File: config.mk
export PLATFORM = sky130hd
export DESIGN_NAME = pocket_event_detector
export DESIGN_NICKNAME = d
export VERILOG_FILES = /design/src/rtl/pocket_event_detector.sv
export SDC_FILE = /design/constraint.sdc
export NUM_CORES = 1
export LEC_CHECK = 0
export BUFFER_PORTS_ARGS = -buffer_cell sky130_fd_sc_hd__buf_2
export CORE_MARGIN = 2
export CORE_UTILIZATION = 40
export DETAILED_ROUTE_END_ITERATION = 6
export PLACE_DENSITY = 0.53
export SYNTH_ARGS = -nofsm -noshare
export SYNTH_HDL_FRONTEND = slang
export SYNTH_SLANG_ARGS = --single-unit
export TNS_END_PERCENT = 1
File: constraint.sdc
create_clock -name clk -period 3.87 [get_ports clk]
set_clock_uncertainty 0.15 [all_clocks]
set_input_delay 0.774 -clock clk [delete_from_list [all_inputs] [get_ports clk]]
set_output_delay 0.774 -clock clk [all_outputs]
set_load 0.01 [all_outputs]
File: src/rtl/pocket_event_detector.sv
// Pocket event detector: counts per-frame ball/hole pixel overlap, raises one
// {ball, hole} event per ball per rack, and queues events into a FWFT FIFO.
module pocket_event_detector #(
  parameter int unsigned NUM_BALLS  = 16,
  parameter int unsigned NUM_HOLES  = 6,
  parameter int unsigned MIN_PIXELS = 4,
  parameter int unsigned FIFO_DEPTH = 8,
  localparam int unsigned BW = $clog2(NUM_BALLS),
  localparam int unsigned HW = $clog2(NUM_HOLES),
  localparam int unsigned CW = $clog2(MIN_PIXELS + 1)
) (
  input  logic                 clk,
  input  logic                 resetN,
  input  logic                 startOfFrame,
  input  logic [NUM_BALLS-1:0] ballsDR,
  input  logic                 holesDR,
  input  logic [HW-1:0]        holeNumber,
  input  logic                 clearPocketed,
  output logic                 evValid,
  input  logic                 evReady,
  output logic [BW-1:0]        evBall,
  output logic [HW-1:0]        evHole,
  output logic [NUM_BALLS-1:0] pocketedMask,
  output logic                 busy
);

  localparam int unsigned AW = $clog2(FIFO_DEPTH);
  localparam int unsigned EW = BW + HW;
  localparam logic [CW-1:0] MIN_CNT  = CW'(MIN_PIXELS);
  localparam logic [AW:0]   FULL_CNT = (AW+1)'(FIFO_DEPTH);

  logic [CW-1:0]        pixCnt    [NUM_BALLS];
  logic [CW-1:0]        cntNext   [NUM_BALLS];
  logic [HW-1:0]        holeLatch [NUM_BALLS];
  logic [NUM_BALLS-1:0] ov;
  logic [NUM_BALLS-1:0] trig;
  logic [NUM_BALLS-1:0] pocketed;
  logic [NUM_BALLS-1:0] pending;
  logic [NUM_BALLS-1:0] pendingNext;
  logic [NUM_BALLS-1:0] pushMask;

  logic                 pushReq;
  logic                 push;
  logic                 pop;
  logic                 full;
  logic                 empty;
  logic [BW-1:0]        pushIdx;
  logic [EW-1:0]        pushData;
  logic [EW-1:0]        headNext;

  logic [EW-1:0]        mem [FIFO_DEPTH];
  logic [AW-1:0]        rdPtr;
  logic [AW-1:0]        wrPtr;
  logic [AW-1:0]        rdPtrNext;
  logic [AW:0]          count;
  logic [AW:0]          countNext;

  assign pocketedMask = pocketed;

  // Per-ball overlap, saturating frame pixel count and threshold trigger.
  always_comb begin
    ov   = ballsDR & {NUM_BALLS{holesDR}};
    trig = '0;
    for (int i = 0; i < int'(NUM_BALLS); i++) begin
      cntNext[i] = pixCnt[i];
      if (startOfFrame) begin
        cntNext[i] = ov[i] ? CW'(1) : '0;
      end else if (ov[i] && (pixCnt[i] < MIN_CNT)) begin
        cntNext[i] = pixCnt[i] + CW'(1);
      end
      // A rack clear in the same cycle suppresses any trigger.
      trig[i] = ov[i] & ~pocketed[i] & ~clearPocketed &
                (cntNext[i] == MIN_CNT) & (pixCnt[i] != MIN_CNT);
    end
  end

  // Lowest-index pending arbitration, FIFO push/pop and next head entry.
  always_comb begin
    pushReq  = 1'b0;
    pushIdx  = '0;
    pushMask = '0;
    for (int i = int'(NUM_BALLS) - 1; i >= 0; i--) begin
      if (pending[i]) begin
        pushReq = 1'b1;
        pushIdx = BW'(i);
      end
    end
    full  = (count == FULL_CNT);
    empty = (count == '0);
    pop   = ~empty & evReady;
    // A full FIFO still accepts a push when the head leaves this cycle.
    push  = pushReq & (~full | pop);
    if (push) begin
      pushMask[pushIdx] = 1'b1;
    end
    pushData    = {pushIdx, holeLatch[pushIdx]};
    pendingNext = (pending & ~pushMask) | trig;
    rdPtrNext   = pop ? (rdPtr + AW'(1)) : rdPtr;
    countNext   = count + (AW+1)'(push) - (AW+1)'(pop);
    // Bypass the write when the entry being pushed becomes the new head.
    headNext    = (push && (wrPtr == rdPtrNext)) ? pushData : mem[rdPtrNext];
  end

  // Pixel counters, sticky pocketed flags, pending flags and hole latches.
  always_ff @(posedge clk or negedge resetN) begin
    if (!resetN) begin
      for (int i = 0; i < int'(NUM_BALLS); i++) begin
        pixCnt[i]    <= '0;
        holeLatch[i] <= '0;
      end
      pocketed <= '0;
      pending  <= '0;
    end else begin
      for (int i = 0; i < int'(NUM_BALLS); i++) begin
        pixCnt[i] <= clearPocketed ? '0 : cntNext[i];
        if (trig[i]) begin
          holeLatch[i] <= holeNumber;
        end
      end
      pocketed <= clearPocketed ? '0 : (pocketed | trig);
      pending  <= pendingNext;
    end
  end

  // Event storage.
  always_ff @(posedge clk) begin
    if (push) begin
      mem[wrPtr] <= pushData;
    end
  end

  // FIFO pointers plus registered head, valid and busy outputs.
  always_ff @(posedge clk or negedge resetN) begin
    if (!resetN) begin
      rdPtr   <= '0;
      wrPtr   <= '0;
      count   <= '0;
      evValid <= 1'b0;
      evBall  <= '0;
      evHole  <= '0;
      busy    <= 1'b0;
    end else begin
      if (push) begin
        wrPtr <= wrPtr + AW'(1);
      end
      rdPtr   <= rdPtrNext;
      count   <= countNext;
      evValid <= (countNext != '0);
      // Head outputs keep their last value while the FIFO is empty.
      if (countNext != '0) begin
        {evBall, evHole} <= headNext;
      end
      busy <= (|pendingNext) | (countNext != '0);
    end
  end

endmodule
==> results of run 1 <==
[power groups by stage]
| stage | logic (mW) | clock network [mW] | registers, mW |
|---|---|---|---|
| 6_report | 2.21 | 2.24 | 2.67 |
| 5_1_grt | 2.45 | 2.38 | 2.70 |
| 4_1_cts | 2.24 | 2.29 | 2.67 |
| 3_5_place_dp | 2.23 | 0 | 2.71 |
| 3_3_place_gp | 2.21 | 0 | 2.71 |
| 2_1_floorplan | 1.62 | 0 | 2.68 |
[placed cells by master (no fill, tap or decap), types with 8 or more instances in the layout]
cell / instances
nand3_1: 17
buf_4: 26
nor3_1: 26
mux4_2: 11
a21oi_1: 62
mux2i_1: 49
nor4_1: 9
o31ai_1: 14
dfrtp_1: 147
edfxtp_1: 56
o22ai_1: 8
ha_1: 40
nor2_1: 89
nand2_1: 82
buf_2: 48
o21bai_1: 11
o21ai_0: 17
mux2_2: 48
clkbuf_16: 24
inv_1: 78
a31oi_1: 16
[kinds of logic after synthesis]
family | count (synthesis) | share of synthesized area
and+or+nand+nor | 261 | 0.118
DFF | 203 | 0.533
AOI/OAI and AO/OA | 171 | 0.112
buffers and inverters | 115 | 0.0469
muxes | 109 | 0.129
adders and majority gates | 41 | 0.0517
xor gates and xnor gates | 8 | 0.0107
[final timing paths]
| check | end | slack, ns | cells after the start |
|---|---|---|---|
| worst max-delay path | evHole[0] | 0.42 | 12 |
| worst min-delay path | pixCnt[26] | 0.07 | 1 |
| worst max register to register | evHole[0] | 0.42 | 12 |
| worst min register to register | holeLatch[26] | 0.35 | 1 |
| max in group asynchronous | pixCnt[41] | 2.60 | 2 |
| min in group clk | holeLatch[26] | 0.35 | 1 |
[sequential cells by signal, summed over array words and instances, names as in the netlist]
name / flops
pixCnt: 48
pending: 16
count: 4
mem: 56
holeLatch: 48
busy: 1
evHole: 3
rdPtr: 3
wrPtr: 3
evValid: 1
evBall: 4
pocketedMask: 16
[layout make-up]
class / instances / area (sq um)
timing repair buffer: 76 / 467
fill: 2361 / 13400
multi-input combinational: 590 / 4250
sequential: 203 / 5360
clock buffer: 30 / 643
tap: 330 / 413
inverter: 80 / 300
clock inverter: 13 / 145
[synth_stat cells, types with 3 or more instances]
| cell | count | share of area |
|---|---|---|
| a21oi_1 | 62 | 0.031 |
| a22o_1 | 7 | 0.0061 |
| a31oi_1 | 16 | 0.0099 |
| buf_1 | 6 | 0.0022 |
| buf_2 | 4 | 0.0020 |
| clkbuf_1 | 21 | 0.0078 |
| dfrtp_1 | 147 | 0.37 |
| edfxtp_1 | 56 | 0.17 |
| ha_1 | 40 | 0.050 |
| inv_1 | 78 | 0.029 |
| mux2_2 | 48 | 0.054 |
| mux2i_1 | 49 | 0.049 |
| mux4_2 | 11 | 0.025 |
| nand2_1 | 82 | 0.031 |
| nand2b_1 | 6 | 0.0037 |
| nand3_1 | 17 | 0.0085 |
| nand4_1 | 3 | 0.0019 |
| nor2_1 | 90 | 0.034 |
| nor3_1 | 26 | 0.013 |
| nor4_1 | 11 | 0.0068 |
| o211ai_1 | 7 | 0.0052 |
| o21ai_0 | 17 | 0.0085 |
| o21bai_1 | 11 | 0.0082 |
| o22ai_1 | 8 | 0.0050 |
| o31ai_1 | 14 | 0.010 |
| o32a_1 | 5 | 0.0050 |
| or2_2 | 3 | 0.0019 |
| or3_1 | 3 | 0.0019 |
| xnor2_1 | 5 | 0.0044 |
[routing by layer]
| metal | part of all wire | global-route usage | up-vias |
|---|---|---|---|
| li1 | - | - | 3380 |
| met1 | 0.48 | 0.264 | 3457 |
| met2 | 0.46 | 0.296 | 158 |
| met3 | 0.040 | 0.0285 | 40 |
| met4 | 0.024 | 0.0527 | 0 |
| met5 | 0 | 0 | - |
[metrics by stage]
stage / util / power (mW) / hold WS [ns] / cell area (sq um) / instances
4_1_cts: 0.463 / 7.20 / 0.0873 / 11600 / 1322
6_report: 0.464 / 7.12 / 0.0670 / 11600 / 1322
2_1_floorplan: - / 4.31 / 0.323 / 10100 / 908
5_1_grt: 0.464 / 7.52 / 0.104 / 11600 / 1322
3_3_place_gp: 0.431 / 4.92 / 0.336 / 10800 / 1279
3_5_place_dp: 0.431 / 4.94 / 0.343 / 10800 / 1279
==> run metrics, run 1 <==
crit start category=flip-flop; Sequential Power Share=0.375; clk root buf=clkbuf_16; cell row count=58; CP Max Fanout=7; average cell area after synthesis=11.1 sq um; FFs w/ async S/R, synth=0.724; number of buffers created by CTS=24; Worst Max-Slew Pin Slew=0.744 ns; pwr dens=615 nW/um^2; post-synthesis net count=974; GRT Overall Usage=0.185; Final TNS setup=0 ns; mapped cell area=10,100 sq um; Setup WS pre-CTS=0.176 ns; sequential share of the synthesized area=0.533; 1st-pass router iterations=5; initial antenna violation count=0; IO buf count=49; CP endpoint kind=flip-flop; Clock Tree Buf Depth=3; HPWL after detailed placement=16.8 mm; status=complete, no violations; combinational fraction of design power=0.311; ANT cells=0; layout cells sized above 1=0.200; Seq cells post-synth=203; Die H=163 microns; required time of the critical path=4.11 ns; DRC Markers=0; worst setup path class=flip-flop to flip-flop; setup bufs post-CTS=0; hold buffer count at cts=0; Hold Fails Final Rpt=0; number of vias per cell=5.32; Psw=2.38 mW; Setup crit start=pending[3]; reg2reg start=pending[3]; Final period util=0.891; RSZ-0062 raised after global routing=false; NumNets Final=1,041; # setup viols final=0; Final WS setup=0.420 ns; Routability Congestion=0.859; CTS tree=yes; Int Pwr=4.74 mW; max cap viols=0; critical-path cell list=nor4_2, nand2_1, o31ai_2, inv_1, ha_1, inv_1, fa_1, nand4b_1, inv_1, nor2_2, a21oi_1, a21boi_2; worst vdd rail ir drop=0.437 mV; Pins Over Slew Limit=0; Initial Util=0.403; max_slew headroom=0.502; CP max stage delay=0.44 ns; largest net degree at the start of global routing=60; Crit-path slowest cell=fa_1; vias=7,035; area delta synth->final=15.0%; die area=26,400 sq um; crit-path most repeated cell=inv_1; wire per inst=18.1 microns; Ys Warns=0; Tmin final=3.45 ns; clock power share=0.314; number of resized instances in the post-cts repair step=0; GRT overflow=0; antenna violation net count after detailed routing=0; Hold WC Path Type=input port to asynchronous set/reset pin; critical path data arrival time=3.69 ns; EDFF count, synth=56; Ports=50; H-tree levels=1; Core ar.=25,000 sq um; Sw Share=0.335; Max Fclk=290 MHz; Die W=163 microns; CTS sink count=203; 1st-iter DRT viols=489; global-route wire length before repair=38.9 mm; ys flop type=dfrtp_1; delay-heaviest family, CP=simple AND/OR/NAND/NOR gates; CP bufs+invs=3; Clock Latency Late Sink=0.52 ns; vias in the first global route=7,104; Leak Pwr=5.21 nW; Yosys cell types=70; Mapped Cells=908; total wire length=23.9 mm; clk slew on worst S/H paths=0.06 ns
No activity file was read; power rests on OpenSTA's default activity.
==> run 2, diff against run 1 <==
clock period = 4.5 ns   (was 3.87 ns; I/O delays follow)
==> run 2 against run 1 <==
Net effect: sequential cell count unchanged; clock power down 6%; global-route usage is 0.36 points lower; sequential share of layout area is 0.15 points higher; design area decreased by 0.32%; final cell count is 1.1% lower; setup slack better by 0.13 ns; routed wire length shrank 2.3%; die area unchanged; via count shrank 0.38%; sequential power shrank 14%; combinational power shrank 16%; critical path type unchanged; largest power group unchanged.
==> run metrics, run 2 (synthesized netlist as in run 1, its figures left out) <==
# setup viols final=0 (unchanged); NumNets Final=1,029 (-1.2%); status=complete, no violations; RSZ-0062 raised after global routing=false; Final period util=0.878 (-0.0136); Tmin final=3.95 ns (+0.501 ns); reg-to-reg endpoint=evHole[2]; crit-path most repeated cell=inv_1; HPWL after detailed placement=16.1 mm (-4.2%); max cap viols=0 (unchanged); most flop-heavy register=mem; initial antenna violation count=1 (+1); CP endpoint kind=flip-flop; layout cells sized above 1=0.186 (-0.0133); IO buf count=49 (unchanged); CTS sink count=203 (unchanged); Clock Latency Late Sink=0.51 ns (about the same); R2R cell count=13 (+1); setup bufs post-CTS=0 (unchanged); total wire length=23.4 mm (-2.3%); critical path data arrival time=4.18 ns (+0.49 ns); Levels on crit path=13 (+1); GRT Overall Usage=0.182 (-0.00355); reg2reg start=pending[3]; Die H=163 microns (unchanged); Die W=163 microns (unchanged); ANT cells=0 (unchanged); commonest non-fill, non-tap cell in the layout=dfrtp_1; global-route wire length before repair=37.9 mm (-2.6%); max_slew headroom=0.376 (-0.126); hold buffer count at cts=0 (unchanged); Pins Over Slew Limit=0 (unchanged); delay-heaviest family, CP=simple AND/OR/NAND/NOR gates; number of buffers created by CTS=23 (-4.2%); max FFs per register=56 (unchanged); 1st-pass router iterations=5 (unchanged); cell row count=58 (unchanged); largest net degree at the start of global routing=92 (+53%); Leak Pwr=5.18 nW (-0.48%); Hold Fails Final Rpt=0 (unchanged); Util after Layout=0.462 (-0.00150); worst setup path class=flip-flop to flip-flop; Final Power=6.26 mW (-12%); worst vdd rail ir drop=0.400 mV (-8.3%); most frequent cells in the layout=147 x dfrtp_1, 90 x nor2_1, 82 x nand2_1; Final TNS setup=0 ns (unchanged); required time of the critical path=4.73 ns (+0.62 ns); vias=7,008 (-0.38%); number of vias per cell=5.36 (+0.76%); Setup crit start=pending[3]; vias in the first global route=6,939 (-2.3%); CP Max Fanout=10 (+3); critical-path cell list=nor4_1, nand2_1, o31ai_2, inv_1, ha_1, inv_1, fa_1, nand4b_1, buf_4, inv_1, nor2_1, a21oi_1, a21boi_2; clk root buf=clkbuf_16; GRT overflow=0 (unchanged); 1st-iter DRT viols=428 (-12%); Largest regs=mem (56), holeLatch (48), pixCnt (48); CP endpoint=evHole[2]; Ports=50 (unchanged); CP bufs+invs=4 (+1); die area=26,400 sq um (unchanged); antenna violation net count after detailed routing=0 (unchanged); Initial Util=0.403 (unchanged); Clock Tree Buf Depth=3 (unchanged); pwr dens=542 nW/um^2 (-12%); R2R Setup Slk=0.55 ns (+0.13 ns); Max Fclk=253 MHz (-13%); wire per inst=17.9 microns (-1.2%); Core ar.=25,000 sq um (unchanged); Hold WC Path Type=input port to asynchronous set/reset pin; Routability Congestion=0.813 (-5.3%); CTS tree=yes; CP max stage delay=0.56 ns (+0.12 ns); number of resized instances in the post-cts repair step=0 (unchanged); H-tree levels=1 (unchanged); clk slew on worst S/H paths=0.06 ns (about the same); crit start category=flip-flop; DRC Markers=0 (unchanged); Worst Max-Slew Pin Slew=0.935 ns (+0.190 ns); area delta synth->final=14.6%; Crit-path slowest cell=nor4_1
[run 2: power by group]
part | leakage (nW) | total [mW] | internal, mW | switching (mW)
Combinational | 2.26 | 1.86 | 0.735 | 1.13
Clock | 0.414 | 2.10 | 1.36 | 0.739
Sequential | 2.51 | 2.30 | 2.17 | 0.126
[run 2: worst min path at each step]
stage	start	to	slack, ns
final	resetN	pixCnt[24]	0.31
after global routing	holeLatch[11]	holeLatch[11]	0.36
after floorplan	holeLatch[19]	holeLatch[19]	0.32
after CTS	holeLatch[32]	holeLatch[32]	0.36
after detailed placement	holeLatch[32]	holeLatch[32]	0.34
after global placement	holeLatch[47]	holeLatch[47]	0.34
[run 2: layout make-up]
type                    count  area, sq um
clock buffers              31          656
clock inverters             8          193
fillers                  2380        13400
inverters                  80          300
multi-input cells         590         4230
flip-flops and latches    203         5360
well taps                 330          413
repair buffers             65          384
[run 2: worst reg2reg max path, cell delays in order (launching register included)]
cell	delay, ns
dfrtp_1	0.42
nor4_1	0.56
nand2_1	0.25
o31ai_2	0.40
inv_1	0.16
ha_1	0.25
inv_1	0.07
fa_1	0.43
nand4b_1	0.11
buf_4	0.18
inv_1	0.08
nor2_1	0.44
a21oi_1	0.15
a21boi_2	0.18
[run 2: metal layers]
metal	part of all wire	vias up	GRT usage
li1	-	3351	-
met4	0.023	2	0.0511
met1	0.47	3461	0.256
met2	0.46	153	0.291
met3	0.051	41	0.0318
met5	0.00030	-	0
[run 2: through the flow]
step	instances	instance area (sq um)	worst slack, ns	hold slack (ns)
after floorplan	908	10100	1.14	0.323
after detailed placement	1268	10700	0.578	0.343
final	1307	11500	0.550	0.308
after global routing	1307	11500	0.170	0.365
after CTS	1307	11500	0.531	0.356
after global placement	1268	10700	0.678	0.337
==> run 3, diff against run 2 <==
ABC_AREA = 1   (was default)
==> run 3 against run 2 <==
Net effect: design area down 1.6%; critical path depth rose by 4; setup slack better by 0.43 ns; critical path type unchanged; largest cell class unchanged.
==> run metrics, run 3 <==
sequential share of the synthesized area=0.540 (+0.00746); initial antenna violation count=1 (unchanged); global-route wire length before repair=39.5 mm (+4.2%); 1st-iter DRT viols=465 (+8.6%); Mapped Cells=1,133 (+25%); ys flop type=dfrtp_1; Hold WC Path Type=flip-flop to flip-flop; total wire length=23.8 mm (+1.7%); HPWL after detailed placement=16.2 mm (+0.46%); status=complete, no violations; pwr dens=476 nW/um^2 (-12%); required time of the critical path=4.75 ns (+0.02 ns); FFs w/ async S/R, synth=0.724 (unchanged); hold buffer count at cts=0 (unchanged); Final Instance Area=11,400 sq um (-1.6%); worst setup path class=flip-flop to flip-flop; CTS sink count=203 (unchanged); R2R cell count=17 (+4); met3 routed wirelength=1.04 mm (-12%); worst vdd rail ir drop=0.309 mV (-23%); commonest non-fill, non-tap cell in the layout=nand2_1; CP endpoint kind=flip-flop; die area=26,100 sq um (-1.3%); most flop-heavy register=mem; RSZ-0062 raised after global routing=false; CP Max Fanout=16 (+6); critical path data arrival time=3.76 ns (-0.42 ns); Initial Util=0.408 (+0.00497); Met1 Routed Length=11.8 mm (+7.8%); area delta synth->final=14.4%; NumNets Final=1,251 (+22%); EDFF count, synth=56 (unchanged); Post-synth top cells=276 x nand2_1, 147 x dfrtp_1, 143 x inv_1; Core ar.=24,300 sq um (-2.6%); most frequent cell after synthesis=nand2_1; Ys Warns=0 (unchanged); metal2 WL=10.5 mm (-2.8%); Yosys cell types=46 (-34%); antenna violation net count after detailed routing=0 (unchanged); Max Fclk=284 MHz (+12%); post-synthesis net count=1,199 (+23%); average cell area after synthesis=8.76 sq um (-21%); layout cells sized above 1=0.103 (-0.0832); Clock Tree Buf Depth=3 (unchanged); largest net degree at the start of global routing=103 (+12%); Final period util=0.782 (-0.0962); most frequent cells in the layout=276 x nand2_1, 147 x dfrtp_1, 143 x inv_1; Ports=50 (unchanged); max cap viols=0 (unchanged); DRC Markers=0 (unchanged); clk root buf=clkbuf_16; number of resized instances in the post-cts repair step=0 (unchanged); Clock Latency Late Sink=0.51 ns (about the same); # setup viols final=0 (unchanged); Leak Pwr=5.47 nW (+5.6%); wire per inst=15.6 microns (-13%); max FFs per register=56 (unchanged); Final Non-Filler Cells=1,527 (+17%); max_slew headroom=0.335 (-0.0413); setup bufs post-CTS=0 (unchanged); Tmin final=3.52 ns (-0.433 ns); Worst Max-Slew Pin Slew=0.994 ns (+0.0592 ns); IO buf count=49 (unchanged); GRT Overall Usage=0.188 (+0.00647); mapped cell area=9920 sq um (-1.4%); vias=7,614 (+8.6%); Seq cells post-synth=203 (unchanged); GRT overflow=0 (unchanged); crit start category=flip-flop; # placed instances=1,483 (+17%); CTS tree=yes; Die W=162 microns (-0.68%); synth top area cells=dfrtp_1 37%, edfxtp_1 17%, nand2_1 10%; Final TNS setup=0 ns (unchanged); Hold Fails Final Rpt=0 (unchanged); number of buffers created by CTS=24 (+4.3%); clk slew on worst S/H paths=0.06 ns (about the same); H-tree levels=1 (unchanged); Largest regs=mem (56), holeLatch (48), pixCnt (48); Die H=162 microns (-0.68%); post-synth top area share=0.371 (+0.00512); max layer used=met5; number of vias per cell=4.99 (-7.0%); 1st-pass router iterations=5 (unchanged); WHS Path Cells=2; Synth area leader=dfrtp_1; Area after DPL=10,500 sq um (-1.8%); ANT cells=0 (unchanged); vias in the first global route=7,532 (+8.5%); Pins Over Slew Limit=0 (unchanged); cell row count=57 (-1.7%); Routability Congestion=0.795 (-2.2%)
==> run 3: changes by cell type after synthesis, sizes merged, moves of 15 or more <==
cell | previous run | this run
nand3 | 18 | 37
nor3 | 27 | 2
a21oi | 62 | 42
nand2 | 84 | 284
o21ai | 19 | 133
o31ai | 15 | 0
mux2 | 49 | 0
mux2i | 49 | 0
inv | 80 | 147
nor2 | 91 | 126
==> run 3: per-layer routing <==
metal,GRT usage,up-vias
met5,0,-
met4,0.0471,2
met3,0.0290,38
met2,0.296,120
met1,0.274,3630
li1,-,3824
==> run 3: final timing paths <==
check / startpoint / endpoint / slack [ns]
hold reg to reg: holeLatch[39] / holeLatch[39] / 0.33
hold / removal: holeLatch[39] / holeLatch[39] / 0.33
max in group asynchronous: resetN / holeLatch[1] / 2.93
setup reg to reg: pending[14] / busy / 0.98
min in group asynchronous: resetN / holeLatch[33] / 0.34
setup / recovery: pending[14] / busy / 0.98
==> run 3: area by class of cell <==
class	count	area, sq um
Fill cell	2401	13000
Sequential cell	203	5360
Multi-Input combinational cell	746	3830
Clock buffer	28	647
Inverter	149	559
Tap cell	324	405
Timing Repair Buffer	61	342
Clock inverter	16	209
==> run 3: power by group <==
group / leakage (nW) / internal [mW] / total [mW] / switching, mW
clock network: 0.432 / 1.31 / 2.09 / 0.775
registers: 2.53 / 2.04 / 2.12 / 0.0828
logic: 2.51 / 0.395 / 1.19 / 0.796
total: 5.47 / 3.74 / 5.40 / 1.65
==> run 3: critical path, cell delays in order, from the launching register on <==
cell,delay [ns]
dfrtp_1,0.39
or2_1,0.25
nor3_1,0.19
nand2_1,0.08
inv_1,0.08
nand2_1,0.05
nand2_1,0.09
clkinv_1,0.26
ha_1,0.29
inv_1,0.08
nor2_1,0.05
a211oi_1,0.20
xor2_1,0.11
or4_1,0.69
nor3_2,0.24
nand2_1,0.07
nor2_1,0.08
nand2_1,0.05
==> run 3: cells by family after synthesis <==
logic type	Yosys count	share of synthesized area
flops	203	0.540
simple gates	471	0.196
buf+inv	184	0.0739
xor+xnor	8	0.00706
fa+ha+maj	41	0.0525
compound gates	226	0.130
==> run 3: per-stage QoR <==
step                hold WS [ns]  utilization  power, mW  worst slack (ns)
floorplan                  0.303            -       2.98              1.17
global placement           0.317        0.432       3.35             0.745
detailed placement         0.323        0.432       3.36             0.659
CTS                        0.337        0.467       5.46             0.952
global route               0.359        0.467       5.69             0.605
finish                     0.333        0.467       5.40             0.983
